==> src/rtl/uart_txd.sv <==
// UART transmitter: 8 data bits LSB first, optional odd/even parity, 1 or 2 stop bits.
// Bit timing is derived from clk by a baud counter wrapping every CLK_FREQ/BAUD clocks.
module uart_txd #(
  parameter int CLK_FREQ  = 50000000,
  parameter int BAUD      = 115200,
  parameter int PARITY    = 0,
  parameter int STOP_BITS = 1
) (
  input  logic       clk,
  input  logic       rst_n,
  input  logic       I_tx_valid,
  input  logic [7:0] I_tx_data,
  output logic       O_tx_ready,
  output logic       O_tx_busy,
  output logic       O_tx_done,
  output logic       O_rs232_txd,
  output logic [2:0] O_dbg_state
);

  localparam int BIT_CNT = CLK_FREQ / BAUD;
  localparam int CW      = (BIT_CNT > 1) ? $clog2(BIT_CNT) : 1;
  localparam logic [CW-1:0] BAUD_LAST = CW'(BIT_CNT - 1);
  localparam logic [2:0]    STOP_LAST = 3'(STOP_BITS - 1);

  generate
    if (BIT_CNT < 4) begin : g_bad_baud
      $error("uart_txd: CLK_FREQ/BAUD must be at least 4");
    end
    if (PARITY < 0 || PARITY > 2) begin : g_bad_parity
      $error("uart_txd: PARITY must be 0, 1 or 2");
    end
    if (STOP_BITS < 1 || STOP_BITS > 2) begin : g_bad_stop
      $error("uart_txd: STOP_BITS must be 1 or 2");
    end
  endgenerate

  // Handshake: a byte transfers on the rising edge where I_tx_valid && O_tx_ready;
  // valid while not ready is dropped, and data is only sampled on that edge.
  typedef enum logic [2:0] {
    S_IDLE   = 3'd0,
    S_START  = 3'd1,
    S_DATA   = 3'd2,
    S_PARITY = 3'd3,
    S_STOP   = 3'd4
  } state_t;

  state_t        r_state, w_state_nxt;
  logic [CW-1:0] r_baud, w_baud_nxt;
  logic [2:0]    r_bit, w_bit_nxt;
  logic [7:0]    r_shift, w_shift_nxt;
  logic          r_parity, w_parity_nxt;
  logic          r_txd, w_txd_nxt;
  logic          r_done, w_done_nxt;
  logic          w_wrap;

  assign w_wrap = (r_baud == BAUD_LAST);

  // The line flop is loaded with the level of the bit being entered, so the
  // first bit of each state appears on the line without a cycle of lag.
  always_comb begin
    w_state_nxt  = r_state;
    w_baud_nxt   = w_wrap ? '0 : r_baud + 1'b1;
    w_bit_nxt    = r_bit;
    w_shift_nxt  = r_shift;
    w_parity_nxt = r_parity;
    w_txd_nxt    = r_txd;
    w_done_nxt   = 1'b0;
    case (r_state)
      S_IDLE: begin
        w_baud_nxt = '0;
        w_txd_nxt  = 1'b1;
        if (I_tx_valid) begin
          w_state_nxt  = S_START;
          w_shift_nxt  = I_tx_data;
          w_parity_nxt = (PARITY == 1) ? ~^I_tx_data : ^I_tx_data;
          w_bit_nxt    = 3'd0;
          w_txd_nxt    = 1'b0;
        end
      end
      S_START: begin
        if (w_wrap) begin
          w_state_nxt = S_DATA;
          w_txd_nxt   = r_shift[0];
        end
      end
      S_DATA: begin
        if (w_wrap) begin
          if (r_bit == 3'd7) begin
            w_bit_nxt = 3'd0;
            if (PARITY != 0) begin
              w_state_nxt = S_PARITY;
              w_txd_nxt   = r_parity;
            end else begin
              w_state_nxt = S_STOP;
              w_txd_nxt   = 1'b1;
            end
          end else begin
            w_bit_nxt   = r_bit + 3'd1;
            w_shift_nxt = {1'b0, r_shift[7:1]};
            w_txd_nxt   = r_shift[1];
          end
        end
      end
      S_PARITY: begin
        if (w_wrap) begin
          w_state_nxt = S_STOP;
          w_bit_nxt   = 3'd0;
          w_txd_nxt   = 1'b1;
        end
      end
      S_STOP: begin
        if (w_wrap) begin
          if (r_bit == STOP_LAST) begin
            w_state_nxt = S_IDLE;
            w_bit_nxt   = 3'd0;
            w_done_nxt  = 1'b1;
          end else begin
            w_bit_nxt = r_bit + 3'd1;
          end
          w_txd_nxt = 1'b1;
        end
      end
      default: begin
        w_state_nxt = S_IDLE;
        w_txd_nxt   = 1'b1;
      end
    endcase
  end

  always_ff @(posedge clk or negedge rst_n) begin
    if (!rst_n) begin
      r_state  <= S_IDLE;
      r_baud   <= '0;
      r_bit    <= 3'd0;
      r_shift  <= 8'd0;
      r_parity <= 1'b0;
      r_txd    <= 1'b1;
      r_done   <= 1'b0;
    end else begin
      r_state  <= w_state_nxt;
      r_baud   <= w_baud_nxt;
      r_bit    <= w_bit_nxt;
      r_shift  <= w_shift_nxt;
      r_parity <= w_parity_nxt;
      r_txd    <= w_txd_nxt;
      r_done   <= w_done_nxt;
    end
  end

  assign O_tx_ready  = (r_state == S_IDLE);
  assign O_tx_busy   = (r_state != S_IDLE);
  assign O_tx_done   = r_done;
  assign O_rs232_txd = r_txd;
  assign O_dbg_state = r_state;

endmodule

==> config.mk <==
export PLATFORM = sky130hd
export DESIGN_NAME = uart_txd
export DESIGN_NICKNAME = d
export VERILOG_FILES = /design/src/rtl/uart_txd.sv
export SDC_FILE = /design/constraint.sdc
export NUM_CORES = 1
export LEC_CHECK = 0
export ABC_CLOCK_PERIOD_IN_PS = 3600
export BUFFER_PORTS_ARGS = -buffer_cell sky130_fd_sc_hd__buf_2
export CAP_MARGIN = 30
export CORE_ASPECT_RATIO = 1.4
export CORE_MARGIN = 2
export CORE_UTILIZATION = 53
export DETAILED_ROUTE_END_ITERATION = 10
export GPL_TIMING_DRIVEN = 0
export PLACE_DENSITY_LB_ADDON = 0.3
export SYNTH_ARGS = -nofsm -noshare
export SYNTH_HDL_FRONTEND = slang
export SYNTH_SLANG_ARGS = --single-unit
export TNS_END_PERCENT = 50
==> constraint.sdc <==
create_clock -name clk -period 3.6 [get_ports clk]
set_input_delay 0.72 -clock clk [delete_from_list [all_inputs] [get_ports clk]]
set_output_delay 0.72 -clock clk [all_outputs]
set_load 0.05 [all_outputs]
==> After elaboration in Yosys (flattened, before gate mapping) <==
Cells that the tools add are included.
{ "totals": {"ff_bits": 25, "wordCells": 63} }
{ "op_classes": {"n_addsub": 2, "n_eq_ne": 15, "muxes": 30, "n_reduce_logical": 10} }
{ "op_table": {"columns": ["cell", "count"], "rows": [
  ["two-way mux 3 bit", 13],
  ["two-way mux 8 bit", 3],
  ["two-way mux 9 bit", 2],
  ["inequality test 2 bit, second input constant", 8],
  ["one-hot mux 8 bit (2 select lines)", 1],
  ["one-hot mux 3 bit (5 select lines)", 1],
  ["one-hot mux 3 bit (4 select lines)", 1],
  ["adder 9 x 1 -> 9 bit, second input constant", 1],
  ["== test 9 bit, second input constant", 1],
  ["two-way mux 1 bit", 8],
  ["AND reduction 7 bit", 1],
  ["== test 3 x 2 -> 1 bit, second input constant", 2],
  ["== test 3 bit, second input constant", 2],
  ["zero test 3 bit", 2],
  ["AND reduction 5 bit", 1],
  ["one-hot mux 1 bit (4 select lines)", 1],
  ["AND reduction 4 bit", 1],
  ["nonzero test 4 bit", 1],
  ["adder 3 x 1 -> 3 bit, second input constant", 1],
  ["== test 3 x 1 -> 1 bit, second input constant", 1],
  ["AND reduction 3 bit", 1],
  ["nonzero test 3 bit", 1],
  ["inequality test 2 x 1 -> 1 bit, second input constant", 1],
  ["nonzero test 2 bit", 1],
  ["OR reduction 2 bit", 1]
]} }

==> Longest topological paths before layout <==
{ "logic_depth": {"depth_word": 4, "mapped_depth": 7, "ltp_nobuf": 6} }

==> Worst setup path before layout <==
OpenSTA, ideal clock, no wires.
{ "synth_timing": {"kind": "register -> output", "startpoint": "register r_state[0] (netlist: O_dbg_state[0])", "endpoint": "output port O_tx_ready", "t_arrival_ps": 1504, "required_ps": 2880, "setup_slack_ps": 1376, "path_stages_with_launch": 4, "path_buffers": 1, "path_cell_list": "dfrtp_1 -> or3_1 -> buf_2 -> inv_2"} }
{ "synth_via": {"elab_chain_cells": 1} }
{ "synth_rtl": {"columns": ["item", "line_no", "rtl"], "rows": [
  ["start, declared", "47", "state_t r_state, w_state_nxt;"],
  ["start signal, assigned", "140", "r_state <= w_state_nxt;"],
  ["zero test 3 bit", "150", "assign O_tx_ready = (r_state == S_IDLE);"],
  ["end, declared", "13", "output logic O_tx_ready,"]
]} }
Every way passes these cells.

==> Final worst setup path <==
Ends and elaborated chain as after synthesis.

==> out/metrics.cfg <==
[synthesis]
synthCells = 134
ys.flop_type = dfrtp_1
yosys.cell_types.count = 43
synth-compound-area-share = 0.157
yosys.area.top_type = dfrtp_1
synth_top_family_by_area = simple AND/OR/NAND/NOR gates
synthTopCellsByCount = 24 x dfrtp_1, 11 x nand2_1, 11 x nor2_1, 8 x mux2i_1, 7 x o21ai_0
async_flop_share = 1.00
synth_most_common_cell = dfrtp_1
synth_mux_area_frac = 0.0708
synthTopCellsByArea = dfrtp_1 45%, mux2i_1 6.0%, ha_1 4.7%
yosysSeqAreaShare = 0.466
synth_area_um2 = 1340
avgSynthCellArea_um2 = 10.0
synth_xor_area_frac = 0.0326
synth_edf_count = 0
synth_fp_nets = 150
synth_fa_ha_area_frac = 0.0466
ys_ff_latch = 25
yosysWarnings = 0
synth_top_area_frac = 0.447
synth_simple_gate_area_share = 0.185

[sta]
period_share = 0.672
slew_headroom = 0.621
finalHoldViolations = 0
fmax_ghz = 0.413
rsz0062_at_grt = false
final-setup-viol-count = 0
fin_crit_ns = 2.42
worst_slew_pin_slew_ns = 0.561
fin_skew_ns = 0.00443
finalSetupTns_ns = 0
drv_slew = 0

[worst_setup_path]
crit_type = flop to output port
crit_start = O_dbg_state[0]
critPathMaxFanout = 7
crit_path_start_kind = flop
cp-end-kind = output port
worstPathArrival_ns = 1.70
crit_required_ns = 2.88
timing.rr.start = r_bit[0]

[placement]
dpl_cell_area_um2 = 1470
io_buffers = 17
hpwl_um = 1900
place_congestion = 0.875

[floorplanning]
die_y_um = 63.6
start_util = 0.562
row_count = 21
die_area_um2 = 2960
core_um2 = 2390
die_x_um = 46.6
io_pins = 18

[global_routing]
grt_pass1_vias = 1061
antenna_found_initial = 0
grt_start_max_net_pins = 26
grt_pass1_wl_um = 4370
overflow = 0
track_usage = 0.196

[clocking]
cts_sinks = 25
clkTransAtPathRegs_ns = 0.14
insertion_delay_ns = 0.31
cts_tree = done
cts_resized = 0
hold_buffers = 0
cts_buffers = 3
root_buffer = clkbuf_4
post_cts_buffers = 0
clockBufferDepth = 2
htree_num_levels = 1

[final_layout]
stdcell_area_um2 = 1500
finalNetCount = 172
area_delta_synth_final_pct = 11.5
drive_gt1_frac = 0.206
fillerInstances = 203
diodes = 0

[power_and_ir_drop]
powerDensity_nw_per_um2 = 444
p_leak_nw = 0.679
vdd_drop_max_uv = 310

[detailed_routing]
finalWirelength_um = 2550
wl_per_cell_um = 13.5
dr.first_iter.drc_count = 32
dr.pass1.iters = 4
drcViolationCount = 0
routed_via_density = 5.75
num_vias = 1086
ant_nets = 0

[min_path]
hold_class = input pin to async pin

[flow_run]
cap_violations = 0

[outcome]
status = finished, final reports clean

## sequential cells by signal, indices dropped and copies added (netlist names)
| signal | cells |
|---|---|
| r_baud | 9 |
| r_bit | 3 |
| O_dbg_state | 3 |
| O_rs232_txd | 1 |
| O_tx_done | 1 |
| r_shift | 8 |
## cells in the final DEF (no fill, tap or decap), drive strengths merged, types with 5 or more instances in the layout
cell / instances
a21oi: 7
buf: 21
mux2i: 8
nor2: 12
o21ai: 11
dfrtp: 24
nand2: 11
clkbuf: 6
inv: 6
ha: 5
## metal layers
layer	GRT usage	routed length, µm	up-vias
li1	-	-	527
met1	0.247	1090	525
met2	0.323	1330	30
met3	0.0287	102	4
met4	0.0750	31	0
met5	0	0	-
## path summary, 6_finish.rpt
| check | depth (start not counted) | endpoint | slack, ns |
|---|---|---|---|
| max in group asynchronous | 1 | O_rs232_txd | 2.87 |
| worst min register to register | 2 | r_shift[2] | 0.51 |
| min in group clk | 2 | r_shift[2] | 0.51 |
| worst min-delay path | 1 | r_shift[6] | 0.37 |
| worst max register to register | 7 | r_shift[1] | 1.69 |
| worst max-delay path | 4 | O_tx_ready | 1.18 |
## cells by family (layout without fill, tap and decap cells)
family,count (synthesis),in the layout
and+or+nand+nor,47,47
AOI/OAI and AO/OA,31,31
DFF,25,25
buffers and inverters,12,33
muxes,9,9
adders and majority gates,5,5
xor gates and xnor gates,5,5
## power by group
group	total, mW	switching [mW]	internal [mW]	leakage, nW
Sequential	0.387	0.0487	0.338	0.322
Combinational	0.152	0.0921	0.0603	0.342
Clock	0.126	0.0825	0.0433	0.0150
## worst max-delay path: stages, from the launching register on
cell and delay (ns):
dfrtp_1 0.47, or3_1 0.38, buf_2 0.16, inv_2 0.10, buf_2 0.27
## metrics by stage
step	total power [mW]	hold slack, ns	instances	setup WS [ns]	utilization
after detailed placement	0.548	0.478	185	1.54	0.615
after CTS	0.673	0.382	189	1.17	0.626
after global placement	0.538	0.465	185	1.55	0.615
after floorplan	0.499	0.424	134	1.38	-
final	0.665	0.366	189	1.18	0.626
after global routing	0.710	0.393	189	1.07	0.626
## area by class of cell
cell class / instances / area, µm² / share of cell area
plain buffers: 6 / 32.5 / 0.0217
clock buffers: 4 / 26.3 / 0.0175
inverters: 6 / 22.5 / 0.0150
multi-input cells: 97 / 662 / 0.442
flip-flops and latches: 25 / 627 / 0.419
well taps: 34 / 42.5 / 0.0284
repair buffers: 17 / 85.1 / 0.0568
(Power assumes the default switching activity.)
